$ cat config.mk
export PLATFORM = sky130hd
export DESIGN_NAME = fetch_unit_r32i
export DESIGN_NICKNAME = d
export VERILOG_FILES = /design/src/rtl/fetch_pkg.sv /design/src/rtl/fetch_target_gen.sv /design/src/rtl/fetch_unit_r32i.sv
export SDC_FILE = /design/constraint.sdc
export NUM_CORES = 1
export LEC_CHECK = 0
export ABC_AREA = 1
export CAP_MARGIN = 30
export CORE_MARGIN = 3
export CORE_UTILIZATION = 40
export DETAILED_ROUTE_END_ITERATION = 10
export RECOVER_POWER = 25
export SETUP_SLACK_MARGIN = 0.5
export SLEW_MARGIN = 20
export SYNTH_ARGS = -nofsm -noshare
export SYNTH_HDL_FRONTEND = slang
export SYNTH_SLANG_ARGS = --single-unit
$ cat constraint.sdc
create_clock -name clk -period 3.8 [get_ports clk]
set_input_delay 0.57 -clock clk [delete_from_list [all_inputs] [get_ports clk]]
set_output_delay 0.57 -clock clk [all_outputs]
set_load 0.02 [all_outputs]
$ cat src/rtl/fetch_pkg.sv
// Shared types and constants for the RV32I instruction fetch stage.
package fetch_pkg;

    localparam int unsigned INS_BYTES = 4;
    localparam logic [31:0] NOP_INS   = 32'h0000_0013;

    typedef enum logic [1:0] {
        IDLE  = 2'd0,
        REQ   = 2'd1,
        VALID = 2'd2,
        FAULT = 2'd3
    } fetch_state_t;

    function automatic logic is_misaligned(input logic [1:0] lsb);
        return |lsb;
    endfunction

endpackage

$ cat src/rtl/fetch_target_gen.sv
// Redirect target generator: absolute (bit 0 cleared) or base-relative target,
// word-aligned when the alignment check is off, plus a misalignment flag when it is on.
module fetch_target_gen
    import fetch_pkg::*;
#(
    parameter int unsigned dataW       = 32,
    parameter bit          ALIGN_CHECK = 1'b0
) (
    input  logic             abs_i,
    input  logic [dataW-1:0] base_i,
    input  logic [dataW-1:0] offset_i,
    output logic [dataW-1:0] target_c,
    output logic             misalign_c
);

    logic [dataW-1:0] raw_target;

    // Sum wraps modulo 2^dataW by construction.
    always_comb begin
        raw_target = abs_i ? {offset_i[dataW-1:1], 1'b0} : (base_i + offset_i);
        target_c   = ALIGN_CHECK ? raw_target : {raw_target[dataW-1:2], 2'b00};
        misalign_c = ALIGN_CHECK & is_misaligned(raw_target[1:0]);
    end

endmodule

$ cat src/rtl/fetch_unit_r32i.sv
// RV32I fetch stage: owns the PC, fetches one word per req/ack, hands it to the decoder.
// Optional macro FETCH_ALIGN_CHECK_EN: misaligned redirects raise a sticky FetchFault.
module fetch_unit_r32i
    import fetch_pkg::*;
#(
    parameter int unsigned      dataW        = 32,
    parameter logic [dataW-1:0] RESET_VECTOR = '0
) (
    input  logic             clk,
    input  logic             nReset,
    input  logic             BranchTaken,
    input  logic             AbsoluteBranch,
    input  logic [dataW-1:0] BranchAddr,
    output logic             IMemReq,
    output logic [dataW-1:0] IMemAddr,
    input  logic             IMemAck,
    input  logic [dataW-1:0] IMemData,
    output logic [dataW-1:0] rawIns,
    output logic [dataW-1:0] ProgAddr,
    output logic             InsValid,
    input  logic             InsReady,
    output logic             FetchFault
);

`ifdef FETCH_ALIGN_CHECK_EN
    localparam bit ALIGN_CHECK = 1'b1;
`else
    localparam bit ALIGN_CHECK = 1'b0;
`endif

    fetch_state_t     state_q, state_d;
    logic [dataW-1:0] pc_q, pc_d;
    logic [dataW-1:0] issued_pc_q, issued_pc_d;
    logic [dataW-1:0] ins_q, ins_d;
    logic [dataW-1:0] prog_addr_q, prog_addr_d;
    logic [dataW-1:0] req_addr_q, req_addr_d;
    logic             req_q, req_d;
    logic             valid_q, valid_d;
    logic             discard_q, discard_d;
    logic             fault_q, fault_d;

    logic [dataW-1:0] target_c;
    logic             misalign_c;

    fetch_target_gen #(
        .dataW       (dataW),
        .ALIGN_CHECK (ALIGN_CHECK)
    ) u_target_gen (
        .abs_i      (AbsoluteBranch),
        .base_i     (issued_pc_q),
        .offset_i   (BranchAddr),
        .target_c   (target_c),
        .misalign_c (misalign_c)
    );

    // Next-state logic; a redirect outranks any ack or accept in the same cycle.
    always_comb begin
        state_d     = state_q;
        pc_d        = pc_q;
        issued_pc_d = issued_pc_q;
        ins_d       = ins_q;
        prog_addr_d = prog_addr_q;
        req_addr_d  = req_addr_q;
        discard_d   = discard_q;
        fault_d     = fault_q;

        case (state_q)
            IDLE: begin
                state_d    = REQ;
                req_addr_d = pc_q;
            end

            REQ: begin
                if (BranchTaken) begin
                    if (misalign_c) begin
                        fault_d = 1'b1;
                        state_d = FAULT;
                    end else begin
                        pc_d = target_c;
                        if (IMemAck) begin
                            discard_d  = 1'b0;
                            req_addr_d = target_c;
                        end else begin
                            // The outstanding reply belongs to the old path; keep the
                            // address stable until it lands, then fetch the target.
                            discard_d = 1'b1;
                        end
                    end
                end else if (IMemAck) begin
                    if (discard_q) begin
                        discard_d  = 1'b0;
                        req_addr_d = pc_q;
                    end else begin
                        ins_d       = IMemData;
                        prog_addr_d = req_addr_q;
                        pc_d        = pc_q + dataW'(INS_BYTES);
                        state_d     = VALID;
                    end
                end
            end

            VALID: begin
                if (BranchTaken) begin
                    if (misalign_c) begin
                        fault_d = 1'b1;
                        state_d = FAULT;
                    end else begin
                        pc_d       = target_c;
                        req_addr_d = target_c;
                        state_d    = REQ;
                    end
                end else if (InsReady) begin
                    issued_pc_d = prog_addr_q;
                    req_addr_d  = pc_q;
                    state_d     = REQ;
                end
            end

            FAULT: begin
                state_d = FAULT;
            end

            default: begin
                state_d = IDLE;
            end
        endcase

        req_d   = (state_d == REQ);
        valid_d = (state_d == VALID);
    end

    // State and registered outputs.
    always_ff @(posedge clk or negedge nReset) begin
        if (!nReset) begin
            state_q     <= IDLE;
            pc_q        <= RESET_VECTOR;
            issued_pc_q <= RESET_VECTOR;
            ins_q       <= dataW'(NOP_INS);
            prog_addr_q <= RESET_VECTOR;
            req_addr_q  <= RESET_VECTOR;
            req_q       <= 1'b0;
            valid_q     <= 1'b0;
            discard_q   <= 1'b0;
            fault_q     <= 1'b0;
        end else begin
            state_q     <= state_d;
            pc_q        <= pc_d;
            issued_pc_q <= issued_pc_d;
            ins_q       <= ins_d;
            prog_addr_q <= prog_addr_d;
            req_addr_q  <= req_addr_d;
            req_q       <= req_d;
            valid_q     <= valid_d;
            discard_q   <= discard_d;
            fault_q     <= fault_d;
        end
    end

    assign IMemReq    = req_q;
    assign IMemAddr   = req_addr_q;
    assign rawIns     = ins_q;
    assign ProgAddr   = prog_addr_q;
    assign InsValid   = valid_q;
    assign FetchFault = fault_q;

endmodule

==> flow_metrics.tcl <==
set metrics [dict create \
    grt_overflow 0 \
    ys_top_cells_by_count "nand2_1 (632), inv_1 (204), dfrtp_1 (157)" \
    synth_top_area_share_pct 38.2 \
    synth.most_common_cell "nand2_1" \
    cts_tree "yes" \
    dp_hpwl_mm 25.5 \
    cts.path.max_buffers 2 \
    dp_slack_ns 0.849 \
    rows 58 \
    dieArea_um2 27700 \
    ios 169 \
    relSlewSlack_pct -35.3 \
    drive_gt1_share_pct 5.58 \
    nNetsFinal 1794 \
    synth_area_leaders "dfrtp_1 (38%), nand2_1 (23%), inv_1 (7.4%)" \
    cp_max_fo 5 \
    drt-wirelength-per-cell_um 16.4 \
    syn_inst 1539 \
    worstPathRequired_ns 4.12 \
    status "complete, but fails checks" \
    drc_errors 0 \
    netlist_area_um2 10300 \
    p_leak_nw 6.71 \
    synth_ff_type "dfrtp_1" \
    via_per_inst 4.96 \
    dr.pass1.iters 5 \
    yosys_register_bits 160 \
    finalClockSkew_ns 0.0158 \
    grt_pass1_vias 9741 \
    grt_pass1_wl_mm 53.3 \
    yosys.area.top_type "dfrtp_1" \
    crit_path_start_kind "input port" \
    postCtsSetupBuffers 0 \
    ir_drop_mv 0.391 \
    violations "max-capacitance violations, max-slew violations" \
    final_util_pct 51.1 \
    numCtsBuffers 17 \
    port_buffers 167 \
    worstPathArrival_ns 2.88 \
    core_um2 25300 \
    synthToLayoutAreaGrowth_pct 25.4 \
    power.density_nw_per_um2 862 \
    fin_setup_tns_ns 0 \
    placed_cell_area_um2 12300 \
    dr.first_iter.drc_count 622 \
    start_util_pct 40.8 \
    vias 10100 \
    post_cts_resized 0 \
    cts.sinks 160 \
    drv_slew 82 \
    synth_area_per_cell_um2 6.69 \
    holdWs_ns 0.468 \
    setup_viol_count_final 0 \
    end_kind "flip-flop" \
    yosys_warnings 0 \
    antenna_found_initial 0 \
    fin_crit_ns 2.56 \
    final_hold_viol_count 0 \
    gp_congestion 0.939 \
    ant_nets 0 \
    ys_seq_area_share_pct 38.9 \
    rr_worst_depth 6 \
    drt_wl_total_mm 33.3 \
    period_share_pct 67.4 \
    max_slew.worst_pin.slew_ns 2.03 \
    fillers 2533 \
    h-tree-depth 4 \
    async_reset_ff_share_pct 100 \
    maxCapViolCount 1 \
    grt_use_total_pct 24.0 \
    rsz0062_at_grt "false" \
    worstSkewPairLatency_ns 0.43 \
    die_h_um 166 \
    path_clk_slew_ns 0.07 \
    die_w_um 166 \
    max_freq_ghz 0.390 \
    antenna-diode-count 0 \
    path_class "input port to flip-flop" \
    syn-num-nets 1645 \
    hold_class "flip-flop to flip-flop" \
    ctsHoldBuffers 0 \
    ctsRootBufferMaster "clkbuf_16" \
    grt_max_degree 82 \
    setup_slack_ns 1.24 \
    stdcell_area_um2 12900 \
    synth_cell_type_count 42 \
    whs_path_depth 2 \
    synth_edf_count 0 \
]
==> worst max-delay path: stages <==
cell and delay (ns):
clkdlybuf4s50_1 0.45, ha_1 0.38, nand2_1 0.14, inv_1 0.09
nand2_1 0.12, nor3_1 0.20, nand2_1 0.12, nand2_1 0.18
nand2_1 0.11, nand2_1 0.07, nand2_1 0.04, nand3_1 0.11
nand3_1 0.12, nand2_1 0.13, nand2_1 0.05
==> kinds of logic (layout without fill, tap and decap cells) <==
kind of cell | count (synthesis) | after routing | share of synthesized area, %
mux | 10 | 10 | 1.09
compound gates | 181 | 181 | 9.24
flops | 160 | 160 | 38.9
xor+xnor | 11 | 11 | 0.936
fa+ha+maj | 36 | 36 | 4.37
simple gates | 876 | 876 | 35.4
buf+inv | 264 | 426 | 10.0
other cells | 1 | 1 | 0.0364
==> state kept, by name (all words and copies together), names as in the netlist <==
register     cells
discard_q        1
ProgAddr        31
pc_q            30
IMemAddr        31
state_q          2
InsValid         1
issued_pc_q     31
rawIns          32
IMemReq          1
==> cell type report <==
class	count	area (um^2)	area share (%)
clock inverter	13	186	1.44
tap	330	413	3.20
timing repair buffer	181	1800	13.9
inverter	213	800	6.19
clock buffer	19	443	3.43
multi-input combinational	1115	5270	40.8
sequential	160	4010	31.0
==> per-layer routing <==
metal  up-vias  global-route usage, %  part of all wire (%)
met3        36                   4.60                   5.3
met1      4630                   34.9                    49
met5         -                      0                     0
li1       5118                      -                     -
met2       299                   37.2                    44
met4         0                   6.17                   2.0
==> worst paths after layout <==
| check | slack, ns | end | startpoint |
|---|---|---|---|
| setup / recovery | 1.24 | pc_q[23]$_DFFE_PN0P_ | BranchAddr[7] |
| hold / removal | 0.47 | rawIns[0]$_DFFE_PN1P_ | rawIns[0]$_DFFE_PN1P_ |
| setup reg to reg | 1.34 | IMemAddr[2]$_DFFE_PN0P_ | state_q[0]$_DFF_PN0_ |
| hold reg to reg | 0.47 | rawIns[0]$_DFFE_PN1P_ | rawIns[0]$_DFFE_PN1P_ |
| max in group asynchronous | 1.43 | IMemAddr[21]$_DFFE_PN0P_ | nReset |
| min in group asynchronous | 0.71 | issued_pc_q[29]$_DFFE_PN0P_ | nReset |
==> cell usage in the layout, fill, tap and decap left out, drive strengths merged <==
cell             n
bufinv           3
nand2          637
ha              36
nor3            19
mux2            10
nor2            83
clkinvlp         1
a21o             1
xnor2            3
or2              7
nand4           12
buf             12
inv            220
o21ai           82
conb             1
a211oi           1
clkinv           2
xor2             8
nor3b            1
a31oi            4
nor4             1
nand3b           4
o21bai           3
nand3          111
clkbuf          22
o211ai           9
dfstp            3
o31ai            1
o22ai            2
a21oi           78
clkdlybuf4s50  166
and2             1
dfrtp          157
==> power by group <==
part,switching [mW],internal (mW)
sequential,0.726,2.54
combinational,3.72,2.25
clock,0.825,1.08
total,5.27,5.87
==> stage by stage <==
| step | std cells | power, mW |
|---|---|---|
| floorplan | 1539 | 6.90 |
| global placement | 1997 | 9.15 |
| finish | 2031 | 11.1 |
| detailed placement | 1997 | 9.19 |
| global route | 2031 | 12.0 |
| CTS | 2029 | 11.2 |
(Power assumes the default switching activity.)
